$ cat src/rtl/fetch_unit.sv
// Instruction fetch stage: issues sequential imem requests, queues in-order responses,
// and applies predictor/retire redirects while discarding wrong-path responses in flight.
module fetch_unit #(
  parameter int unsigned              ADDRESS_SIZE     = 64,
  parameter int unsigned              INSTRUCTION_SIZE = 32,
  parameter logic [ADDRESS_SIZE-1:0]  RESET_PC         = '0,
  parameter int unsigned              QUEUE_DEPTH      = 4
) (
  input  logic                        clk,
  input  logic                        reset,
  output logic                        imem_req_valid,
  input  logic                        imem_req_ready,
  output logic [ADDRESS_SIZE-1:0]     imem_req_addr,
  input  logic                        imem_resp_valid,
  input  logic [INSTRUCTION_SIZE-1:0] imem_resp_data,
  output logic [ADDRESS_SIZE-1:0]     pc,
  output logic [INSTRUCTION_SIZE-1:0] instruction,
  output logic                        fetch_valid,
  input  logic                        frontend_stall,
  input  logic [ADDRESS_SIZE-1:0]     next_pc,
  input  logic                        overwrite_pc,
  input  logic                        flush,
  input  logic [ADDRESS_SIZE-1:0]     flush_pc
);

  localparam int unsigned PTR_W = (QUEUE_DEPTH > 1) ? $clog2(QUEUE_DEPTH) : 1;
  localparam int unsigned CNT_W = PTR_W + 1;
  localparam int unsigned SUM_W = CNT_W + 1;
  localparam logic [ADDRESS_SIZE-1:0] PC_STEP = ADDRESS_SIZE'(4);

  typedef struct packed {
    logic [ADDRESS_SIZE-1:0]     pc;
    logic [INSTRUCTION_SIZE-1:0] instr;
  } entry_t;

  logic [ADDRESS_SIZE-1:0] fetch_pc_q, fetch_pc_d;
  logic [ADDRESS_SIZE-1:0] resp_pc_q, resp_pc_d;
  logic [CNT_W-1:0]        outstanding_q, outstanding_d;
  logic [CNT_W-1:0]        drop_count_q, drop_count_d;
  logic [CNT_W-1:0]        count_q, count_d;
  logic [PTR_W-1:0]        head_q, head_d;
  logic [PTR_W-1:0]        tail_q, tail_d;
  entry_t                  queue_q [QUEUE_DEPTH];
  entry_t                  queue_d [QUEUE_DEPTH];

  logic                    consume;
  logic                    pred_redirect;
  logic                    redirect;
  logic                    has_room;
  logic                    req_fire;
  logic                    push;
  logic [ADDRESS_SIZE-1:0] redirect_target;

  assign fetch_valid   = (count_q != '0);
  assign pc            = queue_q[head_q].pc;
  assign instruction   = queue_q[head_q].instr;
  assign imem_req_addr = fetch_pc_q;

  // Queued plus in-flight never exceeds the queue, so a push always has a free slot.
  assign consume        = fetch_valid && !frontend_stall;
  assign pred_redirect  = consume && overwrite_pc;
  assign redirect       = flush || pred_redirect;
  assign has_room       = (SUM_W'(count_q) + SUM_W'(outstanding_q)) < SUM_W'(QUEUE_DEPTH);
  assign imem_req_valid = reset && !redirect && has_room;
  assign req_fire       = imem_req_valid && imem_req_ready;

  always_comb begin
    fetch_pc_d      = fetch_pc_q;
    resp_pc_d       = resp_pc_q;
    outstanding_d   = outstanding_q + CNT_W'(req_fire) - CNT_W'(imem_resp_valid);
    drop_count_d    = drop_count_q;
    count_d         = count_q;
    head_d          = head_q;
    tail_d          = tail_q;
    queue_d         = queue_q;
    push            = 1'b0;
    redirect_target = flush ? flush_pc : next_pc;

    if (req_fire) begin
      fetch_pc_d = fetch_pc_q + PC_STEP;
    end

    if (redirect) begin
      // Everything still in flight is wrong-path, including a response landing this cycle.
      fetch_pc_d   = redirect_target;
      resp_pc_d    = redirect_target;
      drop_count_d = outstanding_q - CNT_W'(imem_resp_valid);
      count_d      = '0;
      head_d       = '0;
      tail_d       = '0;
    end else begin
      if (imem_resp_valid) begin
        if (drop_count_q != '0) begin
          drop_count_d = drop_count_q - CNT_W'(1);
        end else begin
          push = 1'b1;
        end
      end
      if (push) begin
        queue_d[tail_q] = '{pc: resp_pc_q, instr: imem_resp_data};
        tail_d          = tail_q + PTR_W'(1);
        resp_pc_d       = resp_pc_q + PC_STEP;
      end
      if (consume) begin
        head_d = head_q + PTR_W'(1);
      end
      count_d = count_q + CNT_W'(push) - CNT_W'(consume);
    end
  end

  always_ff @(posedge clk or negedge reset) begin
    if (!reset) begin
      fetch_pc_q    <= RESET_PC;
      resp_pc_q     <= RESET_PC;
      outstanding_q <= '0;
      drop_count_q  <= '0;
      count_q       <= '0;
      head_q        <= '0;
      tail_q        <= '0;
      for (int i = 0; i < int'(QUEUE_DEPTH); i++) begin
        queue_q[i] <= '0;
      end
    end else begin
      fetch_pc_q    <= fetch_pc_d;
      resp_pc_q     <= resp_pc_d;
      outstanding_q <= outstanding_d;
      drop_count_q  <= drop_count_d;
      count_q       <= count_d;
      head_q        <= head_d;
      tail_q        <= tail_d;
      queue_q       <= queue_d;
    end
  end

`ifndef SYNTHESIS
  // Memory may only answer requests it has accepted.
  resp_needs_request: assert property (@(posedge clk) disable iff (!reset)
    imem_resp_valid |-> (outstanding_q != '0))
    else $error("fetch_unit: imem response with no outstanding request");
`endif

endmodule

$ cat config.mk
export PLATFORM = sky130hd
export DESIGN_NAME = fetch_unit
export DESIGN_NICKNAME = d
export VERILOG_FILES = /design/src/rtl/fetch_unit.sv
export SDC_FILE = /design/constraint.sdc
export NUM_CORES = 1
export LEC_CHECK = 0
export BUFFER_PORTS_ARGS = -buffer_cell sky130_fd_sc_hd__buf_2
export CORE_MARGIN = 5
export CORE_UTILIZATION = 63
export DETAILED_ROUTE_END_ITERATION = 8
export PLACE_DENSITY = 0.93
export SETUP_SLACK_MARGIN = 0.02
export SYNTH_ARGS = -nofsm -noshare
export SYNTH_HDL_FRONTEND = slang
export SYNTH_SLANG_ARGS = --single-unit
$ cat constraint.sdc
create_clock -name clk -period 4.3 [get_ports clk]
set_input_delay 0.43 -clock clk [delete_from_list [all_inputs] [get_ports clk]]
set_output_delay 0.43 -clock clk [all_outputs]
set_load 0.02 [all_outputs]
==> results of run 1 <==
-- worst max-delay path: cells and delay by family (launching register included) --
family,cells,cell delay [ps]
compound gates,1,660
buf+inv,2,690
flops,1,440
simple gates,2,790
-- sequential cells by signal, summed over array words and instances, names as in the netlist --
register       cells
resp_pc_q         63
head_q             2
tail_q             2
imem_req_addr     63
count_q            3
queue_q          384
outstanding_q      3
drop_count_q       3
-- per-layer routing --
metal	vias to the layer above	share of wire (%)	track usage [%]	wire, um
li1	8319	-	-	-
met1	9891	39	45.4	29100
met2	1062	48	53.2	35900
met3	251	8.2	5.87	6160
met4	0	5.3	15.8	4000
met5	-	0	0	0
-- cell type report --
type	count	area share, %
clock buffer	69	5.12
clock inverter	30	1.14
inverter	25	0.314
multi-input combinational	1355	40.5
sequential	523	43.9
tap	532	2.23
timing repair buffer	365	6.82
-- cells by family (layout without fill, tap and decap cells) --
kind of cell	Yosys count	in the layout	synth area share [%]
AND/OR/NAND/NOR	525	525	11.8
flip-flops	523	523	50.6
multiplexers	471	471	24.7
AO/OA/AOI/OAI	269	269	6.70
buffers and inverters	189	489	2.88
XOR/XNOR	72	72	2.44
adder cells (fa/ha/maj)	18	18	0.929
-- timing repair --
action,4_1_cts,5_1_grt
resized for setup,0,0
endpoints found under the hold margin,28,0
hold buffers,1,0
buffers inserted,0,0
-- power by group --
part / leakage (nW) / internal [W] / switching, W
clock: 0.933 / 0.00293 / 0.00197
sequential: 6.82 / 0.00588 / 0.00107
combinational: 5.75 / 0.00234 / 0.00305
total: 13.5 / 0.0111 / 0.00609
-- worst paths after layout --
check | startpoint | endpoint | slack, ps
max | count_q[1] | imem_req_valid | 670
min | imem_resp_data[1] | queue_q[97] | 110
max reg2reg | count_q[1] | imem_req_addr[36] | 870
min reg2reg | queue_q[228] | queue_q[228] | 480
max in group asynchronous | reset | queue_q[138] | 1380
min in group asynchronous | reset | queue_q[160] | 300
-- layout by cell type (no fill, tap or decap), drive strengths merged, types with 4 or more instances in the layout --
| cell | count |
|---|---|
| nor4 | 30 |
| a311oi | 6 |
| dfrtp | 523 |
| a211oi | 61 |
| or3 | 20 |
| and3 | 20 |
| nor2b | 58 |
| nand4b | 4 |
| and2 | 15 |
| mux2i | 9 |
| o31ai | 20 |
| mux4 | 96 |
| nor2 | 44 |
| nand2 | 93 |
| inv | 26 |
| clkinv | 19 |
| clkbuf | 69 |
| ha | 16 |
| nand3 | 65 |
| buf | 364 |
| a31oi | 40 |
| nor3 | 36 |
| xor2 | 41 |
| o21ai | 40 |
| bufinv | 7 |
| xnor2 | 31 |
| and4 | 22 |
| a21oi | 69 |
| o22ai | 5 |
| nand4 | 66 |
| mux2 | 366 |
| or4 | 29 |
| or2 | 6 |
-- per-stage QoR --
stage / cell area [um2] / power, W / setup slack, ps
after floorplan: 25900 / 0.0103 / 1350
after global placement: 28000 / 0.0121 / 1050
after detailed placement: 28000 / 0.0123 / 955
after CTS: 29800 / 0.0173 / 682
after global routing: 29800 / 0.0180 / 581
final: 29800 / 0.0172 / 671
==> metrics.csv, run 1 <==
stage;metric;value;unit
sta;hold_viol;0;
yosys;synth_nets;2252;
placed_design;place.gp.congestion;0.941;
setup_path;crit_path_end_kind;output port;
hold_path;min_path_cells;2;
job;max-cap-violations;0;
detailed_routing;final_antenna_net_count;0;
clock_tree;clk_path_buf_depth;3;
yosys;synth_top_cells_by_count;523 x dfrtp_1, 366 x mux2_2, 120 x clkbuf_1;
pwr;p_per_area;578;nW/um2
sta;rsz0062_at_grt;false;
die;rows;74;
setup_path;path_max_fanout;117;
hold_path;hp-class;in -> reg;
outcome;outcome;complete, no violations;
setup_path;critPathMaxStageDelay;660;ps
sta;timing.final.crit_share;84.4;%
die;num_io_pins;329;
yosys;yosys.area.top_type;dfrtp_1;
yosys;seq_area_frac_synth;50.6;%
layout;finalNetCount;2508;
setup_path;worstRegToRegCells;6;
die;dieArea;45200;um2
sta;fin_tns_setup;0;ps
yosys;async_flop_share;100;%
yosys;syn_inst;2067;
clock_tree;cts_buffers;53;
sta;slew_headroom;20.0;%
setup_path;crit_chain;or3_1 > a21oi_4 > buf_12 > and3_1 > buf_2;
clock_tree;tritoncts;yes;
yosys;synth-seq-cells;523;
clock_tree;root_buffer;clkbuf_16;
die;initial_core_util;63.5;%
yosys;synth_area;25900;um2
pwr;ir_drop;329;uV
yosys;synth.most_common_cell;dfrtp_1;
layout;final_util;73.2;%
clock_tree;clock-sinks;523;
placed_design;place_inst;2799;
sta;fmax;276;MHz
detailed_routing;post-route-drc-count;0;
setup_path;crit_slowest_cell;a21oi_4;
layout;multi_input_area;12100;um2
placed_design;io_buffers;328;
setup_path;cp-start-kind;register;
setup_path;worst_ep_arrival_time;3200;ps
detailed_routing;viasPerCell;6.73;
yosys;syn_area_per_cell;12.5;um2
sta;setup_viol;0;
detailed_routing;routedWlPerCell;25.9;um
clock_tree;clk_pin_slew;60;ps
yosys;synth_top_area_share;50.6;%
sta;hold_ws;115;ps
yosys;synth_edf_count;0;
yosys;ys_types;76;
layout;diodes;0;
die;die_h;213;um
global_route;antenna_found_initial;0;
yosys;ys_top_cells_by_area;dfrtp_1 51%, mux2_2 16%, mux4_2 8.4%, a211oi_1 1.8%, clkbuf_1 1.7%;
detailed_routing;drt_pass1_iterations;6;
global_route;grt_pass1_wl;117000;um
layout;drive_gt1_share;40.3;%
global_route;grt_pass1_vias;20100;
yosys;yosys_warnings;0;
sta;final-max-slew-violation-count;0;
detailed_routing;num_vias;19500;
setup_path;required;3870;ps
layout;nFillCells;2666;
sta;worst_slew_pin_slew;1190;ps
global_route;grt.total_usage;33.4;%
layout;seq_area;13100;um2
clock_tree;cts_max_level;2;
layout;final_cells;2899;
yosys;synth_ff_type;dfrtp_1;
pwr;p_leak;13.5;nW
global_route;grt_max_degree;190;
die;die_x;213;um
detailed_routing;drtIter0Drc;1918;
die;core_area;40700;um2
sta;period_needed;3630;ps
placed_design;hpwl;52800;um
clock_tree;clk_latency;600;ps
setup_path;setup.worst_path.class;reg -> out;
global_route;grt_overflow_total;0;
sta;clock_skew;20.3;ps
detailed_routing;drt-total-wl;75200;um
layout;area_delta_synth_final;15.4;%
Power figures use the tool's default switching activity.
==> run 2, diff against run 1 <==
--- a/config.mk
+++ b/config.mk
@@ -7,9 +7,9 @@
 export LEC_CHECK = 0
 export BUFFER_PORTS_ARGS = -buffer_cell sky130_fd_sc_hd__buf_2
 export CORE_MARGIN = 5
-export CORE_UTILIZATION = 63
+export CORE_UTILIZATION = 53
 export DETAILED_ROUTE_END_ITERATION = 8
-export PLACE_DENSITY = 0.93
+export PLACE_DENSITY = 0.84
 export SETUP_SLACK_MARGIN = 0.02
 export SYNTH_ARGS = -nofsm -noshare
 export SYNTH_HDL_FRONTEND = slang
==> constraint.sdc (replaced) <==
create_clock -name clk -period 3.15 [get_ports clk]
set_input_delay 0.315 -clock clk [delete_from_list [all_inputs] [get_ports clk]]
set_output_delay 0.315 -clock clk [all_outputs]
set_load 0.02 [all_outputs]
==> run 2 against run 1 <==
Against the previous run: cell count increased by 4.9%; hold slack got worse by 80 ps; largest power group unchanged; sequential power grew 36%; count of clock-buffer cells in the layout rose by 9.
==> metrics.csv, run 2 (synthesis gave the netlist of run 1 again) <==
stage;metric;value;unit
hold_path;min_from;next_pc[0];
global_route;met1_usage;37.9;%
clock_tree;cts_max_level;2;
pwr;p_per_area;772;nW/um2
sta;worst_slew_pin_slew;1020;ps
sta;fmax;347;MHz
global_route;grt_overflow_total;0;
die;core_area;48500;um2
layout;finalNetCount;2565;
setup_path;cp-start-kind;register;
sta;hold_ws;34.5;ps
pwr;netSwitchingFraction;35.1;%
hold_path;hp-class;in -> reg;
die;die_x;231;um
pwr;power_frac_comb;31.7;%
pwr;power;0.0236;W
pwr;ir_drop;473;uV
global_route;met3_usage;5.57;%
layout;final_util;63.0;%
hold_path;min_to;resp_pc_q[0];
layout;layout_commonest_cell;dfrtp_1;
sta;clock_skew;17.3;ps
placed_design;dpl_cell_area;28400;um2
die;rows;81;
detailed_routing;viasPerCell;6.37;
detailed_routing;post-route-drc-count;0;
global_route;grt_pass1_vias;20000;
setup_path;r2r_start;resp_pc_q[10];
sta;timing.final.crit_share;91.5;%
layout;multi_input_area;12100;um2
die;dieArea;53300;um2
global_route;grt_pass1_wl;118000;um
clock_tree;cts_buffers;55;
clock_tree;clk_pin_slew;70;ps
sta;setup_viol;0;
setup_path;setup.worst_path.class;reg -> out;
clock_tree;clk_latency;600;ps
placed_design;io_buffers;328;
sta;rsz0062_at_grt;false;
clock_tree;clk_path_buf_depth;3;
setup_path;required;2830;ps
placed_design;place.gp.congestion;0.985;
layout;drive_gt1_share;39.8;%
detailed_routing;drtIter0Drc;1763;
sta;slew_headroom;31.6;%
layout;regMostFlops;queue_q;
detailed_routing;routedWlPerCell;24.9;um
clock_tree;clock-sinks;523;
job;max-cap-violations;0;
global_route;grt.busiest_layer;met2;
sta;hold_viol;0;
setup_path;startpoint;count_q[1];
setup_path;path_max_fanout;27;
setup_path;rrSetupSlack;380;ps
pwr;switchingPower;0.00830;W
clock_tree;root_buffer;clkbuf_16;
pwr;internal_power;0.0153;W
detailed_routing;drt_pass1_iterations;6;
detailed_routing;final_antenna_net_count;0;
setup_path;crit_path_end_kind;output port;
die;die_h;231;um
sta;final-max-slew-violation-count;0;
setup_path;worst_ep_arrival_time;2570;ps
global_route;grt_max_degree;144;
layout;area_delta_synth_final;18.3;%
die;initial_core_util;53.3;%
global_route;antenna_found_initial;0;
pwr;p_leak;13.8;nW
clock_tree;post_cts_buffers;0;
layout;final_cell_mix;521 x dfrtp_1, 366 x mux2_2, 326 x buf_2;
sta;period_needed;2880;ps
layout;largest_reg_flops;384;
pwr;clockPowerShare;28.2;%
outcome;outcome;complete, no violations;
die;num_io_pins;329;
pwr;pwr-share-seq;40.0;%
clock_tree;tritoncts;yes;
global_route;grt.total_usage;28.3;%
layout;diodes;0;
layout;seq_area;13100;um2
setup_path;worstRegToRegCells;5;
sta;fin_tns_setup;0;ps
setup_path;rr_endpoint;resp_pc_q[60];
global_route;grtUsageMet2;46.5;%
hold_path;min_path_cells;3;
detailed_routing;num_vias;19400;
layout;fin_area;30600;um2
detailed_routing;drt-total-wl;75700;um
layout;nFillCells;3630;
placed_design;hpwl;54100;um
-- run 2: cell types whose count changed in the layout (fill, tap and decap cells not counted), sizes merged --
cell	change
buf	+21
bufinv	-1
clkbuf	+9
clkinv	-8
clkinvlp	-2
dlygate4sd3	+34
-- run 2: worst max-delay path by stage --
stage	end	cells past startpoint
2_1_floorplan	outstanding_q[2]	13
3_3_place_gp	resp_pc_q[48]	7
3_5_place_dp	resp_pc_q[56]	6
4_1_cts	imem_req_valid	5
5_1_grt	imem_req_valid	5
6_report	imem_req_valid	5
-- run 2: worst max-delay path, stage by stage, from the launching register on --
cell	delay, ps
dfrtp_1	450
or3_1	460
a21oi_4	290
buf_4	350
and3_1	230
buf_2	180
-- run 2: layout make-up --
cell class | count | share of cell area (%)
Clock buffer | 78 | 5.18
Clock inverter | 19 | 0.843
Inverter | 25 | 0.307
Multi-Input combinational cell | 1355 | 39.5
Sequential cell | 523 | 42.8
Tap cell | 622 | 2.54
Timing Repair Buffer | 420 | 8.81
-- run 2: metrics by stage --
step	std cells	setup slack, ps
5_1_grt	3042	160
3_3_place_gp	2910	528
4_1_cts	3042	235
6_report	3042	268
2_1_floorplan	2067	197
3_5_place_dp	2910	461
-- run 2: layer usage --
layer  up-vias  wire length [um]
li1       8418                 -
met1      9891             30300
met2       871             36500
met3       183              5810
met4         0              3130
met5         -                 0
-- run 2: power by group through the flow --
stage                     Clock (W)  Combinational [W]  Sequential, W
after floorplan                   0            0.00507        0.00897
after global placement            0            0.00731        0.00937
after detailed placement          0            0.00749        0.00952
after CTS                   0.00677            0.00756        0.00942
after global routing        0.00704            0.00803        0.00962
final                       0.00667            0.00750        0.00946
-- run 2: repair_timing --
item                      CTS  global route
hold buffers               35             0
hold endpoints to repair  318             0
gates resized for setup     0             0
==> run 3, diff against run 2 <==
--- a/config.mk
+++ b/config.mk
@@ -7,9 +7,9 @@
 export LEC_CHECK = 0
 export BUFFER_PORTS_ARGS = -buffer_cell sky130_fd_sc_hd__buf_2
 export CORE_MARGIN = 5
-export CORE_UTILIZATION = 53
+export CORE_UTILIZATION = 63
 export DETAILED_ROUTE_END_ITERATION = 8
-export PLACE_DENSITY = 0.84
+export PLACE_DENSITY = 0.93
 export SETUP_SLACK_MARGIN = 0.02
 export SYNTH_ARGS = -nofsm -noshare
 export SYNTH_HDL_FRONTEND = slang
==> constraint.sdc (replaced) <==
create_clock -name clk -period 3.65 [get_ports clk]
set_input_delay 0.365 -clock clk [delete_from_list [all_inputs] [get_ports clk]]
set_output_delay 0.365 -clock clk [all_outputs]
set_load 0.02 [all_outputs]
==> run 3 against run 2 <==
Against the previous run: critical path depth unchanged; wire length down 0.26%; combinational power down 15%; critical path type unchanged; critical endpoint unchanged; highest routed layer unchanged.
==> metrics.csv, run 3 (synthesis gave the netlist of run 1 again) <==
stage;metric;value;unit
die;num_io_pins;329;
global_route;antenna_found_initial;1;
sta;hold_viol;0;
clock_tree;clk_latency;600;ps
placed_design;place_inst;2806;
detailed_routing;drtIter0Drc;1955;
pwr;pwr-share-seq;40.9;%
layout;drive_gt1_share;40.0;%
sta;fmax;335;MHz
sta;worst_slew_pin_slew;1110;ps
pwr;power_frac_comb;31.9;%
setup_path;worst_ep_arrival_time;2620;ps
die;rows;74;
clock_tree;cts_buffers;53;
layout;area_delta_synth_final;15.2;%
global_route;grt_overflow_total;0;
setup_path;rrSetupSlack;840;ps
global_route;met1_usage;45.9;%
clock_tree;clock-sinks;523;
die;core_area;40700;um2
pwr;power;0.0200;W
pwr;clockPowerShare;27.3;%
clock_tree;root_buffer;clkbuf_16;
placed_design;dpl_cell_area;28000;um2
layout;layout_commonest_cell;dfrtp_1;
global_route;grt.total_usage;33.6;%
global_route;grt_max_degree;108;
clock_tree;tritoncts;yes;
layout;largest_reg_flops;384;
clock_tree;clk_pin_slew;70;ps
outcome;outcome;complete, no violations;
setup_path;crit_path_end_kind;output port;
setup_path;path_delay_family;simple AND/OR/NAND/NOR gates;
global_route;grt_pass1_wl;118000;um
detailed_routing;num_vias;19400;
setup_path;cp_num_cells;5;
hold_path;min_to;queue_q[1];
setup_path;crit_chain;or3_1 > a21oi_4 > buf_12 > and3_1 > buf_2;
clock_tree;cts_max_level;2;
die;initial_core_util;63.5;%
setup_path;r2r_start;count_q[0];
placed_design;place.gp.congestion;0.943;
layout;final_cells;2900;
die;dieArea;45200;um2
die;die_h;213;um
placed_design;hpwl;53200;um
detailed_routing;final_antenna_net_count;0;
clock_tree;clk_path_buf_depth;3;
global_route;grt.busiest_layer;met2;
layout;final_cell_mix;521 x dfrtp_1, 366 x mux2_2, 326 x buf_2;
setup_path;critPathMaxStageDelay;480;ps
sta;slew_headroom;26.0;%
layout;fin_area;29800;um2
setup_path;cp-start-kind;register;
hold_path;hp-class;in -> reg;
sta;fin_tns_setup;0;ps
sta;final-max-slew-violation-count;0;
sta;timing.final.crit_share;81.8;%
pwr;switchingPower;0.00709;W
setup_path;crit_slowest_cell;or3_1;
global_route;grt_pass1_vias;20200;
pwr;internal_power;0.0129;W
hold_path;min_from;imem_resp_data[1];
global_route;grtUsageMet2;54.1;%
setup_path;worst-path-buf-inv;2;
layout;finalNetCount;2515;
setup_path;setup.worst_path.class;reg -> out;
sta;rsz0062_at_grt;false;
placed_design;io_buffers;328;
pwr;p_per_area;673;nW/um2
setup_path;path_max_fanout;107;
detailed_routing;routedWlPerCell;26.0;um
detailed_routing;drt-total-wl;75500;um
pwr;netSwitchingFraction;35.4;%
die;die_x;213;um
sta;clock_skew;35.1;ps
sta;period_needed;2990;ps
setup_path;worstRegToRegCells;6;
layout;regMostFlops;queue_q;
setup_path;rr_endpoint;queue_q[123];
clock_tree;post_cts_buffers;0;
pwr;p_leak;13.5;nW
sta;setup_viol;0;
detailed_routing;viasPerCell;6.68;
pwr;ir_drop;405;uV
hold_path;min_path_cells;2;
setup_path;required;3280;ps
detailed_routing;post-route-drc-count;0;
global_route;met3_usage;6.39;%
detailed_routing;drt_pass1_iterations;6;
job;max-cap-violations;0;
run 3: cell type report:
class / instances / area [um2]
sequential: 523 / 13100
inverter: 25 / 93.8
clock buffer: 82 / 1640
timing repair buffer: 372 / 2090
fill: 2695 / 11000
antenna: 1 / 2.50
clock inverter: 10 / 110
multi-input combinational: 1355 / 12100
tap: 532 / 666
run 3: power groups by stage:
stage	clock network, W	logic, W	registers, W
2_1_floorplan	0	0.00438	0.00774
3_3_place_gp	0	0.00618	0.00807
3_5_place_dp	0	0.00636	0.00822
4_1_cts	0.00552	0.00641	0.00814
5_1_grt	0.00576	0.00682	0.00832
6_report	0.00546	0.00638	0.00819
run 3: worst max-delay path by stage:
stage | startpoint | to | slack [ps]
after floorplan | outstanding_q[2] | outstanding_q[2] | 700
after global placement | count_q[1] | queue_q[120] | 970
after CTS | count_q[1] | imem_req_valid | 660
after global routing | count_q[1] | imem_req_valid | 580
final | count_q[0] | imem_req_valid | 660
after detailed placement | count_q[1] | queue_q[189] | 930
run 3: what timing repair did:
item / 4_1_cts / 5_1_grt
endpoints found under the hold margin: 17 / 0
hold buffers: 1 / 0
resized for setup: 0 / 0
run 3: through the flow:
stage          utilization, %  hold slack, ps  setup WS [ps]
4_1_cts                  73.1            21.6            660
2_1_floorplan               -            69.4            697
6_report                 73.1            50.5            663
3_5_place_dp             68.8             218            926
5_1_grt                  73.1            45.8            580
3_3_place_gp             68.8             219            965
run 3: per-layer routing:
layer  wire length, um  up-vias
met4              3360        0
li1                  -     8310
met3              6520      204
met1             29600     9832
met2             36100     1037
met5                 0        -
